<file path="src/rtl/spi_master_tx.sv">
// SPI mode-0 master transmitter: bytes in on a valid/ready stream, serialised MSB-first
// on MOSI with SCK idling low, frames delimited by nCS with setup/hold/gap timing.
module spi_master_tx #(
  parameter int CLK_DIV  = 4,
  parameter int CS_SETUP = 2,
  parameter int CS_HOLD  = 2,
  parameter int CS_GAP   = 2
) (
  input  logic       clk,
  input  logic       reset,
  input  logic [7:0] in_data,
  input  logic       in_last,
  input  logic       in_valid,
  output logic       in_ready,
  output logic       MOSI,
  output logic       SCK,
  output logic       nCS,
  output logic       busy,
  output logic       byte_done
);

  // state   | meaning
  // S_IDLE  | nCS high, waiting for the first byte of a frame
  // S_SETUP | nCS low, CS_SETUP cycles before the first SCK low phase
  // S_SHIFT | 8 bits, each CLK_DIV cycles SCK low then CLK_DIV cycles SCK high
  // S_NEXT  | nCS low between bytes of a frame, waiting for the next byte
  // S_HOLD  | nCS low for CS_HOLD cycles after the last SCK falling edge
  // S_GAP   | nCS high for CS_GAP cycles before a new frame may start
  typedef enum logic [2:0] {
    S_IDLE,
    S_SETUP,
    S_SHIFT,
    S_NEXT,
    S_HOLD,
    S_GAP
  } state_t;

  localparam int MAX_A = (CLK_DIV > CS_SETUP) ? CLK_DIV : CS_SETUP;
  localparam int MAX_B = (CS_HOLD > CS_GAP) ? CS_HOLD : CS_GAP;
  localparam int MAX_P = (MAX_A > MAX_B) ? MAX_A : MAX_B;
  localparam int CNT_W = (MAX_P > 1) ? $clog2(MAX_P) : 1;

  // Phase counter is loaded with (length - 1) and counts down to zero.
  localparam logic [CNT_W-1:0] DIV_LD   = CNT_W'(CLK_DIV - 1);
  localparam logic [CNT_W-1:0] SETUP_LD = CNT_W'(CS_SETUP - 1);
  localparam logic [CNT_W-1:0] HOLD_LD  = CNT_W'(CS_HOLD - 1);
  localparam logic [CNT_W-1:0] GAP_LD   = CNT_W'(CS_GAP - 1);

  state_t           state_q, state_d;
  logic [CNT_W-1:0] cnt_q, cnt_d;
  logic [2:0]       bit_q, bit_d;
  logic [7:0]       sr_q, sr_d;
  logic             last_q, last_d;
  logic             mosi_q, mosi_d;
  logic             sck_q, sck_d;
  logic             ncs_q, ncs_d;
  logic             busy_q, busy_d;
  logic             done_q, done_d;
  logic             accept;

  assign in_ready = ~reset & ((state_q == S_IDLE) | (state_q == S_NEXT));
  assign accept   = in_valid & in_ready;

  always_comb begin
    state_d = state_q;
    cnt_d   = cnt_q;
    bit_d   = bit_q;
    sr_d    = sr_q;
    last_d  = last_q;
    mosi_d  = mosi_q;
    sck_d   = sck_q;
    ncs_d   = ncs_q;
    done_d  = 1'b0;

    case (state_q)
      S_IDLE: begin
        if (accept) begin
          state_d = S_SETUP;
          cnt_d   = SETUP_LD;
          sr_d    = in_data;
          last_d  = in_last;
          mosi_d  = in_data[7];
          ncs_d   = 1'b0;
          sck_d   = 1'b0;
        end
      end

      S_SETUP: begin
        if (cnt_q == '0) begin
          state_d = S_SHIFT;
          cnt_d   = DIV_LD;
          bit_d   = 3'd0;
        end else begin
          cnt_d = cnt_q - CNT_W'(1);
        end
      end

      S_SHIFT: begin
        if (cnt_q != '0) begin
          cnt_d = cnt_q - CNT_W'(1);
        end else if (!sck_q) begin
          sck_d = 1'b1;
          cnt_d = DIV_LD;
        end else begin
          // Falling edge: MOSI only ever changes here, so it is stable at every rise.
          sck_d = 1'b0;
          cnt_d = DIV_LD;
          bit_d = bit_q + 3'd1;
          if (bit_q == 3'd7) begin
            done_d = 1'b1;
            if (last_q) begin
              state_d = S_HOLD;
              cnt_d   = HOLD_LD;
            end else begin
              state_d = S_NEXT;
            end
          end else begin
            sr_d   = {sr_q[6:0], 1'b0};
            mosi_d = sr_q[6];
          end
        end
      end

      S_NEXT: begin
        if (accept) begin
          state_d = S_SHIFT;
          cnt_d   = DIV_LD;
          bit_d   = 3'd0;
          sr_d    = in_data;
          last_d  = in_last;
          mosi_d  = in_data[7];
        end
      end

      S_HOLD: begin
        if (cnt_q == '0) begin
          state_d = S_GAP;
          cnt_d   = GAP_LD;
          ncs_d   = 1'b1;
          mosi_d  = 1'b0;
        end else begin
          cnt_d = cnt_q - CNT_W'(1);
        end
      end

      S_GAP: begin
        if (cnt_q == '0) begin
          state_d = S_IDLE;
        end else begin
          cnt_d = cnt_q - CNT_W'(1);
        end
      end

      default: begin
        state_d = S_IDLE;
        ncs_d   = 1'b1;
        sck_d   = 1'b0;
        mosi_d  = 1'b0;
      end
    endcase

    busy_d = (state_d != S_IDLE);
  end

  always_ff @(posedge clk) begin
    if (reset) begin
      state_q <= S_IDLE;
      cnt_q   <= '0;
      bit_q   <= 3'd0;
      sr_q    <= 8'd0;
      last_q  <= 1'b0;
      mosi_q  <= 1'b0;
      sck_q   <= 1'b0;
      ncs_q   <= 1'b1;
      busy_q  <= 1'b0;
      done_q  <= 1'b0;
    end else begin
      state_q <= state_d;
      cnt_q   <= cnt_d;
      bit_q   <= bit_d;
      sr_q    <= sr_d;
      last_q  <= last_d;
      mosi_q  <= mosi_d;
      sck_q   <= sck_d;
      ncs_q   <= ncs_d;
      busy_q  <= busy_d;
      done_q  <= done_d;
    end
  end

  assign MOSI      = mosi_q;
  assign SCK       = sck_q;
  assign nCS       = ncs_q;
  assign busy      = busy_q;
  assign byte_done = done_q;

endmodule

</file>
<file path="config.mk">
export PLATFORM = sky130hd
export DESIGN_NAME = spi_master_tx
export DESIGN_NICKNAME = d
export VERILOG_FILES = /design/src/rtl/spi_master_tx.sv
export SDC_FILE = /design/constraint.sdc
export NUM_CORES = 1
export LEC_CHECK = 0
export ABC_AREA = 1
export CORE_MARGIN = 5
export CORE_UTILIZATION = 57
export CTS_CLUSTER_DIAMETER = 50
export DETAILED_ROUTE_END_ITERATION = 8
export PLACE_DENSITY = 0.81
export SLEW_MARGIN = 20
export SYNTH_ARGS = -nofsm -noshare
export SYNTH_HDL_FRONTEND = slang
export SYNTH_SLANG_ARGS = --single-unit
</file>
<file path="constraint.sdc">
create_clock -name clk -period 4.4 [get_ports clk]
set_input_delay 0.66 -clock clk [delete_from_list [all_inputs] [get_ports clk]]
set_output_delay 0.66 -clock clk [all_outputs]
set_load 0.02 [all_outputs]
</file>
==> metrics.yaml, run 1 <==
synthFlopType: "dfxtp_1"
synthTopCellsByCount: "74 x nand2_1, 34 x nor2_1, 27 x nand3_1"
clock_tree.buffer_depth: 2
dpl_cell_area_sq_um: 1588
ant_nets: 0
slowest_stage: "clkdlybuf4s50_1"
ys_warn_count: 0
ys_top_cells_by_area: "dfxtp_1 30%, nand2_1 20%, nand3_1 9.5%, nor2_1 9.0%, inv_1 6.6%"
syn_area_sq_um: 1419
path_clk_slew_ns: 0.12
via_count: 1368
crit_fanout: 7
path_delay_family: "buffers and inverters"
reg2reg_to: "sr_q[2]$_SDFFE_PP0P_"
crit_chain: "clkdlybuf4s50_1, a21oi_1, clkdlybuf4s50_1"
postRouteWirelength_mm: 3.001
syn_inst: 226
synth-seq-cells: 21
worstHoldPathCells: 2
synth_area_per_cell_sq_um: 6.278
core_area_sq_um: 2432
rows: 18
ios: 18
first_global_vias: 1172
die_w_um: 59.89
critPathKind: "input pin to output pin"
cpPeakStageDelay_ns: 0.64
required_ns: 3.74
layout.nets: 262
vdd_drop_max_uv: 250.0
drive_gt1_share_pct: 8.678
yosysMostFrequentCell: "nand2_1"
maxCapViolCount: 0
tightest_slew_ns: 0.4681
synth_top_area_share_pct: 29.63
syn_nets: 245
grt_max_degree: 18
ff_latch_area_sq_um: 420.4
numCtsBuffers: 3
gr-total-overflow: 0
routed_via_density: 5.029
multi_input_area_sq_um: 848.3
min-delay-start: "nCS$_SDFFE_PP1P_"
period_share_pct: 63.08
cts.sinks: 21
drc: 0
min_path_type: "flop to flop"
period_needed_ns: 2.776
ctsResizeCount: 0
io_buffers: 17
h-tree-depth: 1
hpwl_mm: 2.295
worst_slack_ns: 1.624
antenna_cells: 0
cts_setup_buffers: 0
cp_common_cell: "clkdlybuf4s50_1"
antenna_found_initial: 0
rsz0062_at_grt: "false"
hold_buffers: 0
place_ws_ns: 1.640
cts_root_buf: "clkbuf_4"
end_kind: "output pin"
final_area_sq_um: 1615
grtUsageTotal_pct: 18.10
synth_area_leader_cell: "dfxtp_1"
yosysSeqAreaShare_pct: 29.63
fillers: 246
hold_violations: 0
fin_tns_setup_ns: 0
ys_async_sr_fraction_pct: 0
dieArea_sq_um: 3587
outcome: "completed"
synth_edf_count: 0
area_growth_pct: 13.84
path_buf_inv: 2
cts_tree: "done"
clkLatencyLatePin_ns: 0.31
start_util_pct: 58.33
arrival_ns: 2.12
setup_violations: 0
cellPowerDensity_nw_per_um2: 325.9
drtIter0Drc: 64
maxSlewViolCount: 0
gp_congestion: 0.8827
r2r_slack_ns: 2.57
relSlewSlack_pct: 68.75
cp-start-kind: "input pin"
synth_cell_types: 27
wl_per_cell_um: 11.03
reg2reg_depth: 9
cellLeakagePower_uw: 0.0008388
clock.fmax_mhz: 360.3
worstReg2RegStart: "cnt_q[0]$_SDFFE_PP0P_"
clock_skew_ns: 0.006620
hold_end: "nCS$_SDFFE_PP1P_"
grt_pass1_wl_mm: 4.988
die_h_um: 59.89
dr.pass1.iters: 4
-- stage by stage --
step	power (uW)	hold WS [ns]	util, %	cells
3_5_place_dp	434.5	0.4588	65.28	268
4_1_cts	529.7	0.4886	66.41	272
3_3_place_gp	430.3	0.4453	65.28	268
2_1_floorplan	385.2	0.4546	-	226
6_report	526.4	0.4804	66.41	272
5_1_grt	567.4	0.5106	66.41	272
-- where the power goes --
part / total [uW] / switching (uW) / internal (uW)
Sequential: 237 / 19.6 / 217
Clock: 96.6 / 62.6 / 34.0
Combinational: 193 / 118 / 75.0
-- sequential cells by signal (all words and copies together) (netlist names) --
| register | cells |
|---|---|
| busy | 1 |
| cnt_q | 2 |
| nCS | 1 |
| SCK | 1 |
| bit_q | 3 |
| MOSI | 1 |
| last_q | 1 |
| byte_done | 1 |
| sr_q | 7 |
| state_q | 3 |
-- per-layer routing --
layer	part of all wire, %	global-route usage, %
met2	47	32.10
met1	47	22.25
met3	4.0	1.944
met4	1.6	6.646
met5	0	0
-- cells by family (layout without fill, tap and decap cells) --
family	count (synthesis)	in the layout	share of synthesized area (%)
AO/OA/AOI/OAI	15	15	6.173
buffers and inverters	34	50	10.58
adder cells (fa/ha/maj)	7	7	6.173
AND/OR/NAND/NOR	149	149	47.44
flip-flops	21	21	29.63
-- worst register-to-register path, stage by stage, from the launching register on --
cell and delay [ns]:
dfxtp_1 0.33, inv_1 0.11, ha_1 0.37, inv_2 0.14, o21ai_2 0.17, nand2_1 0.11, nor2_4 0.28, nand2_1 0.10
nand2_1 0.07, nor2_1 0.04
-- placed cells by master (no fill, tap or decap) --
cell type	count
a211oi_1	1
a21oi_1	7
a22oi_1	1
clkbuf_4	3
clkdlybuf4s50_1	17
clkinv_2	1
dfxtp_1	21
ha_1	7
inv_1	25
inv_2	3
inv_4	1
nand2_1	74
nand2_2	2
nand2_4	3
nand3_1	27
nand3_4	1
nand3b_1	1
nand4_1	1
nor2_1	34
nor2_2	2
nor2_4	1
nor2_8	1
nor3_1	1
o21ai_0	4
o21ai_2	2
or2_2	1
-- how the worst max path moves through the flow --
stage	startpoint	end	slack (ns)	cells past startpoint
finish	reset	in_ready	1.62	3
detailed placement	reset	in_ready	1.64	3
CTS	state_q[1]$_SDFF_PP0_	in_ready	1.63	3
floorplan	state_q[1]$_SDFF_PP0_	in_ready	2.62	4
global route	state_q[1]$_SDFF_PP0_	in_ready	1.52	3
global placement	reset	in_ready	1.64	3
-- final cells by class --
| cell class | instances | area share (%) |
|---|---|---|
| clock inverters | 1 | 0.3098 |
| inverters | 29 | 6.894 |
| repair buffers | 17 | 10.53 |
| flip-flops and latches | 21 | 26.03 |
| clock buffers | 3 | 1.394 |
| well taps | 30 | 2.324 |
| multi-input cells | 171 | 52.52 |
Power figures use the tool's default switching activity.
==> run 2, diff against run 1 <==
--- a/config.mk
+++ b/config.mk
@@ -7,10 +7,10 @@
 export LEC_CHECK = 0
 export ABC_AREA = 1
 export CORE_MARGIN = 5
-export CORE_UTILIZATION = 57
+export CORE_UTILIZATION = 54
 export CTS_CLUSTER_DIAMETER = 50
 export DETAILED_ROUTE_END_ITERATION = 8
-export PLACE_DENSITY = 0.81
+export PLACE_DENSITY = 0.77
 export SLEW_MARGIN = 20
 export SYNTH_ARGS = -nofsm -noshare
 export SYNTH_HDL_FRONTEND = slang
==> constraint.sdc (replaced) <==
create_clock -name clk -period 2.8 [get_ports clk]
set_input_delay 0.42 -clock clk [delete_from_list [all_inputs] [get_ports clk]]
set_output_delay 0.42 -clock clk [all_outputs]
set_load 0.02 [all_outputs]
==> metrics.yaml, run 2 (synthesis results as in run 1) <==
outcome: "completed"
ios: 18  # unchanged
pwr-share-clk_pct: 18.4  # about the same
grtUsageMet3_pct: 2.935  # +0.99 points
relSlewSlack_pct: 68.70  # about the same
core_area_sq_um: 2500  # +2.8%
clock.fmax_mhz: 398.7
crit_chain: "nand3_4, a21oi_1, clkdlybuf4s50_1"
maxSlewViolCount: 0  # unchanged
power_switching_share_pct: 37.83  # -0.22 points
grt_util_met2_pct: 31.87  # -0.23 points
hold_violations: 0  # unchanged
dr.pass1.iters: 4  # unchanged
fillers: 227  # -7.7%
switchingPower_uw: 314.1  # +57%
antenna_found_initial: 0  # unchanged
cts.sinks: 21  # unchanged
postRouteWirelength_mm: 2.989  # -0.40%
slowest_stage: "clkdlybuf4s50_1"
hpwl_mm: 2.295  # unchanged
layout_common_cells: "74 x nand2_1, 34 x nor2_1, 27 x nand3_1, 25 x inv_1, 21 x dfxtp_1"
drc: 0  # unchanged
gr-usage-met1_pct: 25.13  # +2.9 points
reg.largest.list: "sr_q: 7 flops, bit_q: 3 flops, state_q: 3 flops"
numCtsBuffers: 3  # unchanged
hold_buffers: 0  # unchanged
fin_util_pct: 64.86  # -1.5 points
grt_pass1_wl_mm: 5.485  # +10%
grt_max_degree: 18  # unchanged
pwr-share-comb_pct: 36.7  # about the same
via_count: 1385  # +1.2%
first_global_vias: 1277  # +9.0%
drive_gt1_share_pct: 8.642  # -0.036 points
crit_fanout: 10  # +3
final_common_cell: "nand2_1"
cts_root_buf: "clkbuf_4"
cpPeakStageDelay_ns: 0.64  # about the same
largest_register_ffs: 7  # unchanged
min_path_type: "flop to flop"
ctsResizeCount: 0  # unchanged
start_util_pct: 56.76  # -1.6 points
setup_violations: 0  # unchanged
dieArea_sq_um: 3753  # +4.6%
h-tree-depth: 1  # unchanged
busiest_layer: "met2"
die_w_um: 61.26  # +2.3%
fin_tns_setup_ns: 0  # unchanged
antenna_cells: 0  # unchanged
gr-total-overflow: 0  # unchanged
wl_per_cell_um: 10.95  # -0.76%
path_delay_family: "buffers and inverters"
clock_tree.buffer_depth: 2  # unchanged
rsz0062_at_grt: "false"
cts_tree: "done"
period_share_pct: 89.57
tightest_slew_ns: 0.4688  # +0.0007007 ns
cts_setup_buffers: 0  # unchanged
path_buf_inv: 1  # -1
p_int_uw: 516.1  # +58%
routed_via_density: 5.073  # +0.87%
ant_nets: 0  # unchanged
drtIter0Drc: 72  # +13%
critPathKind: "flop to output pin"
grtUsageTotal_pct: 18.97  # +0.86 points
path_clk_slew_ns: 0.13  # about the same
die_h_um: 61.26  # +2.3%
layout.nets: 263  # +0.38%
end_kind: "output pin"
cellLeakagePower_uw: 0.0008409  # +0.25%
cellPowerDensity_nw_per_um2: 511.9  # +57%
io_buffers: 17  # unchanged
period_needed_ns: 2.508
rows: 18  # unchanged
area_growth_pct: 14.29
power_frac_seq_pct: 44.9  # about the same
required_ns: 2.38  # -1.36 ns
vdd_drop_max_uv: 329.6  # +32%
maxCapViolCount: 0  # unchanged
top_register: "sr_q"
clkLatencyLatePin_ns: 0.31  # about the same
clock_skew_ns: 0.006445  # -0.0001744 ns
arrival_ns: 2.09  # -0.03 ns
cp-start-kind: "flop"
gp_congestion: 0.9245  # +4.7%
## run 2: cell types whose count changed in the layout (fill, tap and decap cells not counted)
cell	delta
buf_4	+1
clkinv_2	-1
clkbuf_1	+1
## run 2: routing by layer
layer | vias to the layer above | routed length, um
met2 | 31 | 1402
met5 | - | 0
met1 | 611 | 1427
met3 | 4 | 130
li1 | 739 | -
met4 | 0 | 29
## run 2: worst reg2reg max path: cells and delay by family (launching register included)
family | cells | cell delay (ns)
flip-flops | 1 | 0.33
AO/OA/AOI/OAI | 1 | 0.17
adder cells (fa/ha/maj) | 1 | 0.36
AND/OR/NAND/NOR | 5 | 0.61
buffers and inverters | 2 | 0.25
## run 2: cell type report
type | count | area [sq um] | area share, %
Multi-Input combinational cell | 171 | 848.3 | 52.31
Sequential cell | 21 | 420.4 | 25.93
Timing Repair Buffer | 18 | 177.7 | 10.96
Inverter | 29 | 111.4 | 6.867
Tap cell | 30 | 37.54 | 2.315
Clock buffer | 4 | 26.28 | 1.620
## run 2: path summary, 6_finish.rpt
kind	to	slack (ns)	cells after the start	startpoint
worst max-delay path	in_ready	0.29	3	state_q[1]$_SDFF_PP0_
worst min-delay path	nCS$_SDFFE_PP1P_	0.49	2	nCS$_SDFFE_PP1P_
worst max register to register	sr_q[6]$_SDFFE_PP0P_	0.98	9	cnt_q[0]$_SDFFE_PP0P_
worst min register to register	nCS$_SDFFE_PP1P_	0.49	2	nCS$_SDFFE_PP1P_
## run 2: metrics by stage
step                area, sq um  cells  total power [uW]  hold WS, ns  setup WS [ns]
floorplan                  1419    226             605.3       0.4546          1.257
global placement           1595    269             680.0       0.4629         0.6608
detailed placement         1595    269             683.6       0.4564         0.6575
CTS                        1622    273             835.2       0.4942         0.2931
global route               1622    273             901.9       0.5201         0.1729
finish                     1622    273             830.2       0.4893         0.2920
## run 2: power by group through the flow
stage          Clock, uW  Combinational [uW]  Sequential (uW)
2_1_floorplan          0                 225              380
3_3_place_gp           0                 301              379
3_5_place_dp           0                 304              380
4_1_cts              156                 306              373
5_1_grt              173                 350              379
6_report             153                 304              373
==> run 3, diff against run 2 <==
--- a/config.mk
+++ b/config.mk
@@ -7,10 +7,10 @@
 export LEC_CHECK = 0
 export ABC_AREA = 1
 export CORE_MARGIN = 5
-export CORE_UTILIZATION = 54
+export CORE_UTILIZATION = 50
 export CTS_CLUSTER_DIAMETER = 50
 export DETAILED_ROUTE_END_ITERATION = 8
-export PLACE_DENSITY = 0.77
+export PLACE_DENSITY = 0.72
 export SLEW_MARGIN = 20
 export SYNTH_ARGS = -nofsm -noshare
 export SYNTH_HDL_FRONTEND = slang
==> metrics.yaml, run 3 (synthesis results as in run 1) <==
h-tree-depth: 1  # unchanged
postRouteWirelength_mm: 2.987  # about the same
cp-start-kind: "flop"
ant_nets: 0  # unchanged
cellPowerDensity_nw_per_um2: 506.0  # -1.2%
clock_tree.buffer_depth: 2  # unchanged
hpwl_mm: 2.280  # -0.64%
top_register: "sr_q"
hold_violations: 0  # unchanged
layout.nets: 263  # unchanged
gp_congestion: 0.9674  # +4.6%
rsz0062_at_grt: "false"
path_clk_slew_ns: 0.11  # -0.02 ns
drc: 0  # unchanged
hold_ws_ns: 0.4814  # -0.007899 ns
antenna_found_initial: 0  # unchanged
routed_via_density: 5.033  # -0.80%
grtUsageTotal_pct: 16.24  # -2.7 points
die_h_um: 63.27  # +3.3%
ff_latch_area_sq_um: 420.4  # unchanged
start_util_pct: 51.90  # -4.9 points
drive_gt1_share_pct: 8.642  # unchanged
hold_buffers: 0  # unchanged
required_ns: 2.38  # about the same
layout_common_cells: "74 x nand2_1, 34 x nor2_1, 27 x nand3_1, 25 x inv_1, 21 x dfxtp_1"
min-delay-start: "nCS$_SDFFE_PP1P_"
path_buf_inv: 1  # unchanged
placed_cells: 270  # +0.37%
gr-total-overflow: 0  # unchanged
vdd_drop_max_uv: 300.8  # -8.8%
io_buffers: 17  # unchanged
cts_root_buf: "clkbuf_4"
grt_max_degree: 18  # unchanged
tightest_slew_ns: 0.4647  # -0.004141 ns
rows: 19  # +1
numCtsBuffers: 3  # unchanged
period_needed_ns: 2.468  # -0.04051 ns
final_common_cell: "nand2_1"
first_global_vias: 1224  # -4.2%
drtIter0Drc: 107  # +49%
clock.fmax_mhz: 405.3  # +1.6%
via_count: 1379  # -0.43%
crit_fanout: 10  # unchanged
end_kind: "output pin"
fin_tns_setup_ns: 0  # unchanged
multi_input_area_sq_um: 848.3  # unchanged
antenna_cells: 0  # unchanged
fillers: 283  # +25%
grt_pass1_wl_mm: 5.395  # -1.6%
wl_per_cell_um: 10.90  # -0.43%
cpPeakStageDelay_ns: 0.64  # about the same
cellLeakagePower_uw: 0.0008409  # unchanged
min_path_type: "flop to flop"
area_growth_pct: 14.37  # about the same
post_layout_nonfiller_instances: 274  # +0.37%
maxSlewViolCount: 0  # unchanged
worstReg2RegStart: "cnt_q[0]$_SDFFE_PP0P_"
reg.largest.list: "sr_q: 7 flops, bit_q: 3 flops, state_q: 3 flops"
largest_register_ffs: 7  # unchanged
cts_setup_buffers: 0  # unchanged
cp-startpoint: "state_q[1]$_SDFF_PP0_"
clkLatencyLatePin_ns: 0.30  # about the same
crit_chain: "nand3_4, a21oi_1, clkdlybuf4s50_1"
dieArea_sq_um: 4003  # +6.7%
relSlewSlack_pct: 68.98  # +0.28 points
period_share_pct: 88.13  # -1.4 points
cts.sinks: 21  # unchanged
ios: 18  # unchanged
maxCapViolCount: 0  # unchanged
cts_tree: "done"
slowest_stage: "clkdlybuf4s50_1"
dr.pass1.iters: 4  # unchanged
die_w_um: 63.27  # +3.3%
arrival_ns: 2.05  # -0.04 ns
setup_violations: 0  # unchanged
clock_skew_ns: 0.006044  # -0.0004009 ns
core_area_sq_um: 2734  # +9.4%
critPathKind: "flop to output pin"
outcome: "completed"
path_delay_family: "buffers and inverters"
ctsResizeCount: 0  # unchanged
## run 3: power breakdown
part	switching (uW)	internal, uW
registers	31.4	341
logic	185	119
clock network	89.5	55.6
total	306	516
## run 3: stage by stage
step                setup slack (ns)  power [uW]  utilization (%)  cell area, sq um
global route                  0.1213       901.8            59.36              1623
CTS                           0.3130       829.8            59.36              1623
detailed placement            0.6669       684.0            58.40              1597
global placement              0.6789       682.1            58.40              1597
floorplan                      1.257       605.3                -              1419
finish                        0.3325       821.1            59.36              1623
## run 3: worst reg2reg max path: cells and delay by family (launching register included)
family / cells / cell delay [ns]
AND/OR/NAND/NOR: 5 / 0.61
adder cells (fa/ha/maj): 1 / 0.36
flip-flops: 1 / 0.33
buffers and inverters: 2 / 0.25
AO/OA/AOI/OAI: 1 / 0.19
## run 3: path summary, 6_finish.rpt
check	to	slack, ns	depth (start not counted)
hold reg to reg	nCS$_SDFFE_PP1P_	0.48	2
setup / recovery	in_ready	0.33	3
hold / removal	nCS$_SDFFE_PP1P_	0.48	2
setup reg to reg	sr_q[3]$_SDFFE_PP0P_	0.98	9
## run 3: layout make-up
| class | count | area share [%] |
|---|---|---|
| Multi-Input combinational cell | 171 | 52.27 |
| Timing Repair Buffer | 18 | 10.95 |
| Sequential cell | 21 | 25.91 |
| Tap cell | 31 | 2.390 |
| Inverter | 29 | 6.862 |
| Clock buffer | 4 | 1.619 |
## run 3: routing by layer
layer / up-vias / global-route usage (%) / share of wire, %
met5: - / 0 / 0
met4: 0 / 6.753 / 1.2
met3: 4 / 2.664 / 4.6
met2: 28 / 26.28 / 47
met1: 608 / 21.26 / 47
li1: 739 / - / -
